`config.mk`:
```
export PLATFORM = sky130hd
export DESIGN_NAME = video_timing
export DESIGN_NICKNAME = d
export VERILOG_FILES = /design/src/rtl/video_timing_pkg.sv /design/src/rtl/video_timing_sync_window.sv /design/src/rtl/video_timing.sv
export SDC_FILE = /design/constraint.sdc
export NUM_CORES = 1
export LEC_CHECK = 0
export BUFFER_PORTS_ARGS = -buffer_cell sky130_fd_sc_hd__buf_2
export CAP_MARGIN = 20
export CORE_MARGIN = 2
export CORE_UTILIZATION = 25
export DETAILED_ROUTE_END_ITERATION = 6
export MAX_ROUTING_LAYER = met4
export PLACE_DENSITY_LB_ADDON = 0.1
export SLEW_MARGIN = 15
export SYNTH_ARGS = -nofsm -noshare
export SYNTH_HDL_FRONTEND = slang
export SYNTH_HIERARCHICAL = 1
export SYNTH_SLANG_ARGS = --single-unit
```
`constraint.sdc`:
```
create_clock -name clk -period 3.7 [get_ports clk]
set_input_delay 0.185 -clock clk [delete_from_list [all_inputs] [get_ports clk]]
set_output_delay 0.185 -clock clk [all_outputs]
set_load 0.01 [all_outputs]
```
`src/rtl/video_timing_pkg.sv`:
```
// Raster geometry shared by the timing generator: counter widths and per-mode H/V constants.
package video_timing_pkg;

    localparam int unsigned HCntW = 11;
    localparam int unsigned VCntW = 10;

    localparam logic [HCntW-1:0] HOne = 1;
    localparam logic [VCntW-1:0] VOne = 1;

    typedef struct packed {
        logic [HCntW-1:0] h_active;
        logic [HCntW-1:0] h_fp;
        logic [HCntW-1:0] h_sync;
        logic [HCntW-1:0] h_total;
        logic [VCntW-1:0] v_active;
        logic [VCntW-1:0] v_fp;
        logic [VCntW-1:0] v_sync;
        logic [VCntW-1:0] v_total0;
        logic [VCntW-1:0] v_total1;
    } timing_t;

    localparam timing_t ProgTiming = '{
        h_active: 11'd640,  h_fp: 11'd16, h_sync: 11'd96,  h_total: 11'd800,
        v_active: 10'd480,  v_fp: 10'd10, v_sync: 10'd2,
        v_total0: 10'd525,  v_total1: 10'd525
    };

    localparam timing_t IlaceTiming = '{
        h_active: 11'd1280, h_fp: 11'd32, h_sync: 11'd128, h_total: 11'd1600,
        v_active: 10'd240,  v_fp: 10'd3,  v_sync: 10'd3,
        v_total0: 10'd262,  v_total1: 10'd263
    };

endpackage

```
`src/rtl/video_timing_sync_window.sv`:
```
// Registered active-low pulse while a counter lies in [start, start+len).
module sync_window #(
    parameter int unsigned Width = 11
) (
    input  logic             clk,
    input  logic             rst_n,
    input  logic             en,
    input  logic [Width-1:0] cnt,
    input  logic [Width-1:0] start,
    input  logic [Width-1:0] len,
    output logic             sync_n
);

    logic [Width-1:0] offset;
    logic             in_win;

    always_comb begin
        offset = cnt - start;
        in_win = (cnt >= start) && (offset < len);
    end

    always_ff @(posedge clk or negedge rst_n) begin
        if (!rst_n) begin
            sync_n <= 1'b1;
        end else if (en) begin
            sync_n <= ~in_win;
        end
    end

endmodule

```
`src/rtl/video_timing.sv`:
```
// Raster timing generator: progressive VGA or interlaced fields, one raster position per tick
// (every second clk). All outputs are registered views of the position scanned on that tick.
module video_timing
    import video_timing_pkg::*;
#(
    parameter timing_t ProgCfg  = ProgTiming,
    parameter timing_t IlaceCfg = IlaceTiming
) (
    input  logic clk,
    input  logic rst_n,
    input  logic interlaced,
    output logic next_pixel,
    output logic next_line,
    output logic next_frame,
    output logic current_field,
    output logic hsync_n,
    output logic vsync_n,
    output logic blank
);

    timing_t          cfg;
    logic             tick_q, mode_q, mode_d, field_q, field_d;
    logic [HCntW-1:0] h_q, h_d, half_line, h_sync_start;
    logic [VCntW-1:0] v_q, v_d, v_total, v_sync_cnt, v_sync_start;
    logic             h_last, frame_end, active;
    logic             pixel_q, line_q, frame_q, cur_field_q;

    always_comb begin
        cfg          = mode_q ? IlaceCfg : ProgCfg;
        v_total      = (mode_q && field_q) ? cfg.v_total1 : cfg.v_total0;
        half_line    = cfg.h_total >> 1;
        h_last       = (h_q == cfg.h_total - HOne);
        frame_end    = h_last && (v_q == v_total - VOne);
        active       = (h_q < cfg.h_active) && (v_q < cfg.v_active);
        h_sync_start = cfg.h_active + cfg.h_fp;
        v_sync_start = cfg.v_active + cfg.v_fp;
        // Odd interlaced fields count sync lines from mid-line, shifting vsync by half a line.
        v_sync_cnt   = (mode_q && field_q && (h_q < half_line)) ? v_q - VOne : v_q;

        h_d     = h_q + HOne;
        v_d     = v_q;
        mode_d  = mode_q;
        field_d = field_q;
        if (frame_end) begin
            h_d     = '0;
            v_d     = '0;
            mode_d  = interlaced;
            field_d = interlaced && mode_q && !field_q;
        end else if (h_last) begin
            h_d = '0;
            v_d = v_q + VOne;
        end
    end

    always_ff @(posedge clk or negedge rst_n) begin
        if (!rst_n) begin
            tick_q      <= 1'b0;
            h_q         <= '0;
            v_q         <= '0;
            mode_q      <= 1'b0;
            field_q     <= 1'b0;
            pixel_q     <= 1'b0;
            line_q      <= 1'b0;
            frame_q     <= 1'b0;
            cur_field_q <= 1'b0;
        end else begin
            tick_q <= ~tick_q;
            if (tick_q) begin
                h_q         <= h_d;
                v_q         <= v_d;
                mode_q      <= mode_d;
                field_q     <= field_d;
                pixel_q     <= active;
                line_q      <= h_last;
                frame_q     <= frame_end;
                cur_field_q <= mode_q & field_q;
            end
        end
    end

    sync_window #(.Width(HCntW)) u_hsync (
        .clk    (clk),
        .rst_n  (rst_n),
        .en     (tick_q),
        .cnt    (h_q),
        .start  (h_sync_start),
        .len    (cfg.h_sync),
        .sync_n (hsync_n)
    );

    sync_window #(.Width(VCntW)) u_vsync (
        .clk    (clk),
        .rst_n  (rst_n),
        .en     (tick_q),
        .cnt    (v_sync_cnt),
        .start  (v_sync_start),
        .len    (cfg.v_sync),
        .sync_n (vsync_n)
    );

    assign next_pixel    = pixel_q;
    assign blank         = ~pixel_q;
    assign next_line     = line_q;
    assign next_frame    = frame_q;
    assign current_field = cur_field_q;

endmodule

```
After elaboration in Yosys (flattened, before gate mapping) --
Cells that the tools add are included.
Word-level totals: register bits after elaboration 30, bits in latches 0, bits in writable memories 0, memory bits (read-only) 0, output and inout bits 7, memories kept 0
Cells by class: add/subtract/negate cells 9, multipliers 0, divide/modulo/power cells 0, magnitude comparators 7, eq/ne operators 2, shift operators 0, muxes and demuxes 7, bitwise logic cells 5, reduce and logical (&&, ||, !) cells 12
Operators by type and width (number):
- $mux 94 | 1
- $mux 10 | 4
- $lt 11x11->1 | 2
- $mux 11 | 2
- $lt 10x10->1 | 2
- $sub 10x1->10 const B | 2
- $add 11x1->11 const B | 1
- $add 11x11->11 | 1
- $eq 11x11->1 | 1
- $ge 11x11->1 | 1
- $lt 11x10->1 | 1
- $sub 11x1->11 const B | 1
- $sub 11x11->11 | 1
- $add 10x1->10 const B | 1
- $add 10x10->10 | 1
- $eq 10x10->1 | 1
- $ge 10x10->1 | 1
- $sub 10x10->10 | 1
- $logic_and 1x1->1 | 8
- $not 1->1 | 4
- $reduce_and 2->1 | 2
- $reduce_bool 2->1 | 1
- $and 1x1->1 | 1
- $logic_not 1->1 | 1

Logic depth before layout (Yosys ltp) --
Gate-level depths: netlist of run 1.
depth after elaboration 8, depth in mapped cells 21, mapped depth without buffers 20

By module --
Netlist of run 1, hierarchy kept.
Modules (own cells, without submodules):
- video_timing | instances 1, cells each 208, area an instance 1920.6 um2, sequential area each 700.7 um2
- sync_window (u_hsync) | instances 1, cells each 129, area an instance 945.9 um2, sequential area each 26.3 um2
- sync_window (u_vsync) | instances 1, cells each 106, area an instance 772.0 um2, sequential area each 26.3 um2

Least setup slack after synthesis of run 1 --
Ideal clock, no wire load.
path type register -> register, start reg mode_q, end reg u_vsync.sync_n, setup time 0.095 ns, arrival time 3.920 ns, setup slack -0.315 ns, stages on the path, launching flop included 22, clock period less this slack 4.015 ns, cells stage by stage dfrtp_1 -> buf_2 -> inv_1 -> ha_1 -> o211ai_1 -> a21oi_2 -> nor2_1 -> xnor2_1 -> inv_1 -> ha_1 -> inv_1 -> fa_1 -> a21o_1 -> a221oi_2 -> o21bai_1 -> a21oi_2 -> xnor2_1 -> ha_1 -> nand2_1 -> nor2_1 -> a31oi_1 -> o311ai_2
On the way: cells in the longest elaborated chain, start to end 8
RTL lines:
- start: declaration | line video_timing.sv:22 | logic tick_q, mode_q, mode_d, field_q, field_d;
- start signal: assignment | line video_timing.sv:71 | mode_q <= mode_d;
- $mux 94 | line video_timing.sv:29 | cfg = mode_q ? IlaceCfg : ProgCfg;
- $lt 11x10->1 | line video_timing.sv:38 | v_sync_cnt = (mode_q && field_q && (h_q < half_line)) ? v_q - VOne : v_q;
- $logic_and 1x1->1 * | line video_timing.sv:38
- $mux 10 * | line video_timing.sv:38
- net v_sync_cnt[0] | line video_timing.sv:24 | logic [VCntW-1:0] v_q, v_d, v_total, v_sync_cnt, v_sync_start;
- $sub 10x10->10 | line video_timing_sync_window.sv:18 | offset = cnt - start;
- $lt 10x10->1 | line video_timing_sync_window.sv:19 | in_win = (cnt >= start) && (offset < len);
- $logic_and 1x1->1 * | line video_timing_sync_window.sv:19
- $not 1->1 * | line video_timing_sync_window.sv:26 | sync_n <= ~in_win;
- end signal: assignment | line video_timing_sync_window.sv:26
- end: declaration | line video_timing_sync_window.sv:11 | output logic sync_n
The timed path passes the listed nets; every way through them passes the cells marked *. A chain may end at the register's enable or synchronous reset.

Worst setup path in the final report of run 1 --
Same ends and word-level chain as after synthesis.

==> summary.txt, run 1 <==
Layout
  – Area of the multi-input gates: around 0.0028 mm^2
  – Diode count: 0
  – Share of post-route cells with drive strength above 1: 0.184
  – Area taken by flip-flops and latches: roughly 750 um^2
  – Area growth syn-to-layout: 23.1%
  – Final Cell Area: about 0.0045 mm^2
  – Post-layout net count: 560
  – Core Util, Final: 0.312
  – Fill cells: roughly 1500

Worst setup path
  – Biggest cell delay along the critical path: around 0.39 ns
  – Worst setup SP type: flop
  – Slowest stage cell on the critical path: sky130_fd_sc_hd__dfrtp_2
  – CP Data Required Time: approximately 4 ns
  – Worst EP arrival: 3.90 ns
  – Highest fanout seen on the critical path: 7
  – Worst setup slack for register-to-register paths: between 0.005 and 0.006 ns
  – Critical path class: flop to flop
  – Capturing element type of the critical path: flop
  – Cells along the critical path: clkinvlp_4, ha_4, o211ai_1, a21oi_2, buf_4, nor4_2, xor2_1, ha_1, and3_2, o21ai_0, mux2_2, o211ai_1, ha_1, and3_1, nand3_1, a21oi_1, o21ai_1, o311ai_2

Clock tree
  – TritonCTS clock tree: yes
  – Hold buffer count at CTS: 0
  – Root Driver: sky130_fd_sc_hd__clkbuf_16
  – H-tree depth reported by CTS: 2
  – Clock buffers created by TritonCTS: 5
  – Longest Clk Path Bufs: 2
  – Worst-Skew Late Latency: 0.29 ns
  – CTS sink count: 30
  – Clock-pin slew of the registers on the worst-case setup and hold paths: approximately 0.06 ns

Logic synthesis
  – Fraction of the yosys area taken by sequential cells: 0.207
  – Largest cells by area after synthesis: sky130_fd_sc_hd__dfrtp_1 19%, sky130_fd_sc_hd__ha_1 18%, sky130_fd_sc_hd__inv_1 5.9%
  – Area of the mapped netlist: approximately 0.0036 mm^2
  – Most used DFF post-synth: sky130_fd_sc_hd__dfrtp_1
  – Distinct cell type count of the synthesized netlist: 74
  – Synth async-reset ratio: 1.00
  – Number of enable flip-flop cells after synthesis: 0
  – Cell taking the most area after synthesis: sky130_fd_sc_hd__dfrtp_1
  – #FFs+latches synth: 30
  – Post-synthesis instance total: between 400 and 500
  – Fraction of synthesized cell area taken by the top area cell type: 0.193
  – Mean cell area of the mapped netlist: approximately 8.2 um^2
  – Synth warnings: 6

Floorplan
  – Die footprint: roughly 0.016 mm^2
  – Starting density of the core: 0.253
  – Number of rows created at floorplan: between 40 and 50
  – Die Wd: around 120 um
  – Area of the placeable core: around 0.014 mm^2
  – Die Ht: ~120 um
  – I/O pin cnt: 10

STA
  – Worst relative slew slack: 0.479
  – Final critical-path required period: between 3 and 4 ns
  – Clk_skew: 0.00791 ns
  – Hold WS: -0.0174 ns
  – Count of final max-slew check failures: 0
  – Setup repair after global routing missed its margin: true
  – Tcrit/Tclk final: 0.998
  – Highest attainable clock frequency: 271 MHz
  – Final-report setup violation count: 0
  – Transition time of the tightest slew-check pin: approximately 0.78 ns
  – Sum of negative setup slack: 0 ns
  – Hold Fails Final Rpt: 28

Global routing
  – Number of global-route vias before repair: ~3100
  – Wire length of the first global-routing pass: between 15000 and 20000 um
  – Antenna violations before repair: 0
  – Remaining global-route overflow: 0
  – Maximum number of pins on one net before global-route repair: 31
  – Gr usage total: 0.128

Route
  – Residual DRC count: 0
  – First-iteration detailed-routing DRC count: between 100 and 150
  – Ratio of routed vias to standard cells: around 4.7
  – Final wirelength: between 9000 and 10000 um
  – Via total after detailed routing: roughly 3200
  – Number of antenna-violating nets in the routed design: 0
  – Drt wl/cell: ~14 um
  – First-pass iteration count of the detailed router: 4

Run status
  – Result of the run: complete, but fails checks
  – Violations in the final reports: negative hold slack

Place
  – Area of placed instances: about 0.0042 mm^2
  – Dpl hpwl: approximately 7200 um
  – # port buffers: 9
  – Routability congestion estimate from global placement: roughly 0.81

Power
  – Total power per unit cell area: 226 mW/mm^2
  – Worst vdd ir: about 0.00016 V
  – Logic gate share of total power: 0.106
  – Total power after layout: 1.01 mW
  – Reported leakage power: 2.18 nW
  – Net switching share of the total power: 0.231
  – Share of total power in the clock network: 0.570
  – Int Pwr: between 0.7 and 0.8 mW
  – Relative contribution of sequential cells to total power: 0.325
  – Total net switching power: about 0.23 mW

Flow run
  – Count of maximum capacitance violations: 0

Worst hold path
  – Hold Path Class: primary input to asynchronous set/reset pin
==> area by class of cell <==
type,instances,share of cell area
clock inverter,2,0.0134
clock buffer,6,0.0310
inverter,57,0.0486
sequential,30,0.168
timing repair buffer,42,0.0653
tap,184,0.0514
multi-input combinational,368,0.622
==> flip-flops by register name (all words and copies together), names as in the netlist <==
name	flops
tick_q	1
current_field	1
next_frame	1
v_q	10
u_hsync/sync_n	1
next_line	1
field_q	1
next_pixel	1
u_vsync/sync_n	1
mode_q	1
h_q	11
==> cell usage in the layout (no fill, tap or decap), drive strengths merged, types with 15 or more instances in the layout <==
| cell | netlist | routed |
|---|---|---|
| buf | 11 | 42 |
| nor2 | 26 | 26 |
| conb | 2 | 28 |
| a21oi | 30 | 30 |
| xnor2 | 15 | 15 |
| o21ai | 20 | 20 |
| xor2 | 16 | 16 |
| inv | 57 | 56 |
| nand2 | 37 | 37 |
| ha | 51 | 51 |
| dfrtp | 28 | 28 |
| nand3 | 21 | 21 |
==> through the flow <==
step / std cells / hold slack [ns] / setup slack (ns)
floorplan: 469 / -0.111 / -0.152
global placement: 680 / 0.332 / 0.0107
global route: 689 / 0.0428 / -0.286
finish: 689 / -0.0174 / 0.00562
CTS: 689 / 0.0138 / -0.0123
detailed placement: 680 / 0.324 / -0.0621
==> final timing paths <==
path / cells past startpoint / startpoint / to
max: 18 / mode_q / u_vsync/sync_n
min: 1 / rst_n / v_q[9]
max reg2reg: 18 / mode_q / u_vsync/sync_n
min reg2reg: 2 / next_line / next_line
max in group asynchronous: 1 / rst_n / mode_q
min in group clk: 2 / interlaced / mode_q
==> worst max-delay path, delay by kind of cell, from the launching register on <==
| kind | cells | cell delay, ns |
|---|---|---|
| AOI/OAI and AO/OA | 7 | 0.76 |
| xor gates and xnor gates | 1 | 0.11 |
| adders and majority gates | 3 | 0.84 |
| buffers and inverters | 2 | 0.37 |
| DFF | 1 | 0.39 |
| muxes | 1 | 0.36 |
| and+or+nand+nor | 4 | 0.78 |
==> cell usage after synthesis (2+ instances only) <==
library cell and instances:
sky130_fd_sc_hd__a2111o_1 2, sky130_fd_sc_hd__a211oi_2 2, sky130_fd_sc_hd__a21o_1 6, sky130_fd_sc_hd__a21oi_1 25, sky130_fd_sc_hd__a21oi_2 5, sky130_fd_sc_hd__a31oi_1 7
sky130_fd_sc_hd__a41oi_1 2, sky130_fd_sc_hd__and2_1 5, sky130_fd_sc_hd__and3_1 10, sky130_fd_sc_hd__and4_4 2, sky130_fd_sc_hd__buf_2 7, sky130_fd_sc_hd__buf_4 2
sky130_fd_sc_hd__buf_6 2, sky130_fd_sc_hd__clkbuf_1 2, sky130_fd_sc_hd__conb_1 2, sky130_fd_sc_hd__dfrtp_1 28, sky130_fd_sc_hd__dfstp_2 2, sky130_fd_sc_hd__fa_1 2
sky130_fd_sc_hd__ha_1 51, sky130_fd_sc_hd__inv_1 57, sky130_fd_sc_hd__mux2_1 2, sky130_fd_sc_hd__mux2_2 4, sky130_fd_sc_hd__mux2i_1 4, sky130_fd_sc_hd__nand2_1 36
sky130_fd_sc_hd__nand2b_1 3, sky130_fd_sc_hd__nand3_1 21, sky130_fd_sc_hd__nand3b_1 4, sky130_fd_sc_hd__nand4_1 10, sky130_fd_sc_hd__nor2_1 26, sky130_fd_sc_hd__nor3_1 8
sky130_fd_sc_hd__nor3_4 2, sky130_fd_sc_hd__nor3b_1 2, sky130_fd_sc_hd__nor4_1 3, sky130_fd_sc_hd__o2111ai_1 2, sky130_fd_sc_hd__o211ai_1 5, sky130_fd_sc_hd__o211ai_2 2
sky130_fd_sc_hd__o21a_1 2, sky130_fd_sc_hd__o21ai_0 19, sky130_fd_sc_hd__o21bai_1 2, sky130_fd_sc_hd__o31ai_1 2, sky130_fd_sc_hd__xnor2_1 15, sky130_fd_sc_hd__xor2_1 16
==> per-layer routing <==
| metal | part of all wire | wire (um) | global-route usage | up-vias |
|---|---|---|---|---|
| li1 | - | - | - | 1670 |
| met1 | 0.53 | 4990 | 0.187 | 1493 |
| met2 | 0.43 | 4080 | 0.189 | 47 |
| met3 | 0.028 | 264 | 0.0193 | 7 |
| met4 | 0.0081 | 76 | 0.0258 | 0 |
| met5 | 0 | 0 | - | - |
==> power groups by stage <==
stage / registers [mW] / logic (mW) / clock network (mW)
final: 0.328 / 0.107 / 0.576
after global routing: 0.328 / 0.125 / 0.604
after CTS: 0.328 / 0.107 / 0.589
after detailed placement: 0.334 / 0.107 / 0
after global placement: 0.334 / 0.106 / 0
after floorplan: 0.334 / 0.0733 / 0
==> cells by family after synthesis <==
family	share of synthesized area
adders and majority gates	0.186
muxes	0.0296
buffers and inverters	0.0822
DFF	0.207
xor gates and xnor gates	0.0746
AOI/OAI and AO/OA	0.192
other	0.00206
and+or+nand+nor	0.227
==> what timing repair did <==
action,in CTS,in global routing
pin swaps,3,0
cloned,0,0
setup endpoints to repair,1,1
buffers inserted,1,0
endpoints found under the hold margin,0,0
gates resized for setup,4,6
(Power assumes the default switching activity.)
==> run 2: changes to the inputs <==
- MAX_ROUTING_LAYER: met4 -> default
==> run 2 against run 1 <==
Against the previous run:
- the run still ends with negative hold slack left
- power hardly changed
- sequential power about the same
- design area stayed put
- sequential cell count stayed put
- combinational power hardly changed
- register-to-register slack about the same
- non-clock buffer count unchanged
- count of clock-buffer cells in the layout is the same
- first-iteration DRC count is 5.9% higher
- worst setup slack about the same
- routed wire length down 0.24%
==> summary.txt, run 2 (synthesis gave the netlist of run 1 again) <==
Run status
  – Result of the run: complete, but fails checks (unchanged)
  – Violations in the final reports: negative hold slack (unchanged)

Global routing
  – Gr usage total: 0.125 (was 0.128)
  – Antenna violations before repair: 0 (unchanged)
  – Maximum number of pins on one net before global-route repair: 31 (unchanged)
  – Number of global-route vias before repair: 3089 (unchanged)
  – Wire length of the first global-routing pass: 15800 um (about the same)
  – Remaining global-route overflow: 0 (unchanged)

Worst setup path
  – Top cell family by delay on the critical path: adder cells (unchanged)
  – CP Data Required Time: 3.90 ns (about the same)
  – Buffers & Inverters on Critical Path: 2 (unchanged)
  – Cells along the critical path: clkinvlp_4, ha_4, o211ai_1, a21oi_2, buf_4, nor4_2, xor2_1, ha_1, and3_2, o21ai_0, mux2_2, o211ai_1, ha_1, and3_1, nand3_1, a21oi_1, o21ai_1, o311ai_2 (unchanged)
  – Worst EP arrival: 3.90 ns (about the same)
  – Biggest cell delay along the critical path: 0.39 ns (about the same)
  – Critical path class: flop to flop (unchanged)
  – Slowest stage cell on the critical path: sky130_fd_sc_hd__dfrtp_2 (unchanged)
  – Highest fanout seen on the critical path: 7 (unchanged)
  – Worst setup SP type: flop (unchanged)
  – Capturing element type of the critical path: flop (unchanged)

Route
  – Drt wl/cell: 13.6 um (was 13.7 um)
  – Ratio of routed vias to standard cells: 4.63 (was 4.67)
  – Residual DRC count: 0 (unchanged)
  – First-pass iteration count of the detailed router: 4 (unchanged)
  – Via total after detailed routing: 3189 (was 3217)
  – First-iteration detailed-routing DRC count: 143 (was 135)
  – Final wirelength: 9400 um (was 9420 um)
  – Number of antenna-violating nets in the routed design: 0 (unchanged)

Flow run
  – Count of maximum capacitance violations: 0 (unchanged)

Clock tree
  – TritonCTS clock tree: yes (unchanged)
  – Hold buffer count at CTS: 0 (unchanged)
  – Longest Clk Path Bufs: 2 (unchanged)
  – H-tree depth reported by CTS: 2 (unchanged)
  – CTS sink count: 30 (unchanged)
  – Clock-pin slew of the registers on the worst-case setup and hold paths: 0.06 ns (about the same)
  – Worst-Skew Late Latency: 0.29 ns (about the same)
  – Clock buffers created by TritonCTS: 5 (unchanged)
  – Root Driver: sky130_fd_sc_hd__clkbuf_16 (unchanged)

Layout
  – Diode count: 0 (unchanged)
  – Registers with the most flip-flops: h_q x11, v_q x10 (unchanged)
  – Cell Count, Final, Fillers Out: 689 (unchanged)
  – Share of post-route cells with drive strength above 1: 0.184 (unchanged)
  – Area growth syn-to-layout: 23.1% (unchanged)
  – Leading cell types in the layout, fill and taps excluded: 56 x sky130_fd_sc_hd__inv_1, 48 x sky130_fd_sc_hd__ha_1, 36 x sky130_fd_sc_hd__nand2_1 (unchanged)
  – Post-layout net count: 560 (unchanged)
  – Leading cell type in the layout, fill and taps excluded: sky130_fd_sc_hd__inv_1 (unchanged)
  – Final Cell Area: 0.00448 mm^2 (unchanged)
  – Core Util, Final: 0.312 (unchanged)
  – Flip-flop count of the largest register after layout: 11 (unchanged)
  – Biggest register: h_q (unchanged)

STA
  – Clk_skew: 0.00879 ns (was 0.00791 ns)
  – Sum of negative setup slack: 0 ns (unchanged)
  – Count of final max-slew check failures: 0 (unchanged)
  – Hold Fails Final Rpt: 28 (unchanged)
  – Final worst slack: 0.00609 ns (was 0.00562 ns)
  – Final-report setup violation count: 0 (unchanged)
  – Highest attainable clock frequency: 271 MHz (about the same)
  – Worst relative slew slack: 0.478 (was 0.479)
  – Setup repair after global routing missed its margin: true (unchanged)
  – Hold WS: -0.0172 ns (was -0.0174 ns)
  – Final critical-path required period: 3.69 ns (about the same)
  – Tcrit/Tclk final: 0.998 (about the same)
  – Transition time of the tightest slew-check pin: 0.784 ns (was 0.782 ns)

Worst hold path
  – Hold Path Class: primary input to asynchronous set/reset pin (unchanged)

Place
  – # port buffers: 9 (unchanged)
  – Dpl hpwl: 7240 um (unchanged)
  – Instance count after placement with tap cells included: 680 (unchanged)
  – Worst Setup Slack post-DPL: -0.0621 ns (unchanged)
  – Area of placed instances: 0.00421 mm^2 (unchanged)
  – Routability congestion estimate from global placement: 0.794 (was 0.806)

Power
  – Share of total power in the clock network: 0.570 (about the same)
  – Int Pwr: 0.777 mW (about the same)
  – Total power after layout: 1.01 mW (about the same)
  – Relative contribution of sequential cells to total power: 0.324 (was 0.325)
  – Worst vdd ir: 0.000157 V (about the same)
  – Logic gate share of total power: 0.106 (about the same)
  – Net switching share of the total power: 0.232 (was 0.231)
  – Reported leakage power: 2.18 nW (unchanged)
  – Total net switching power: 0.234 mW (about the same)
  – Total power per unit cell area: 226 mW/mm^2 (about the same)

Floorplan
  – Number of rows created at floorplan: 44 (unchanged)
  – Die Wd: 125 um (unchanged)
  – Starting density of the core: 0.253 (unchanged)
  – Die Ht: 125 um (unchanged)
  – Area of the placeable core: 0.0144 mm^2 (unchanged)
  – I/O pin cnt: 10 (unchanged)
  – Die footprint: 0.0155 mm^2 (unchanged)
==> run 2: what timing repair did <==
| action | CTS | global route |
|---|---|---|
| setup buffers | 1 | 0 |
| endpoints found under the setup margin | 1 | 1 |
| gates resized for setup | 4 | 6 |
| pin swaps | 3 | 0 |
| endpoints found under the hold margin | 0 | 0 |
==> run 2: metal layers <==
layer	GRT usage	vias to the layer above	share of wire
met5	0	-	0
met4	0.0258	0	0.0073
met3	0.0193	5	0.028
met2	0.189	36	0.43
met1	0.187	1478	0.53
li1	-	1670	-
==> run 2: final timing paths <==
| path | slack (ns) | startpoint | cells after the start | to |
|---|---|---|---|---|
| max in group asynchronous | 3.17 | rst_n | 1 | mode_q |
| max | 0.006 | mode_q | 18 | u_vsync/sync_n |
| min reg2reg | 0.48 | next_line | 2 | next_line |
| min in group clk | 0.14 | interlaced | 2 | mode_q |
| max reg2reg | 0.006 | mode_q | 18 | u_vsync/sync_n |
| min | -0.02 | rst_n | 1 | v_q[9] |
==> run 2: layout make-up <==
| cell class | count | area, um^2 |
|---|---|---|
| flip-flops and latches | 30 | 754 |
| repair buffers | 42 | 293 |
| multi-input cells | 368 | 2790 |
| well taps | 184 | 230 |
| fillers | 1505 | 9890 |
| inverters | 57 | 218 |
| clock buffers | 6 | 139 |
| clock inverters | 2 | 60.1 |
==> run 2: power by group through the flow <==
stage	sequential [mW]	combinational [mW]	clock (mW)
after floorplan	0.334	0.0733	0
after CTS	0.328	0.107	0.589
after global routing	0.328	0.125	0.604
after detailed placement	0.334	0.107	0
after global placement	0.334	0.106	0
final	0.328	0.107	0.577
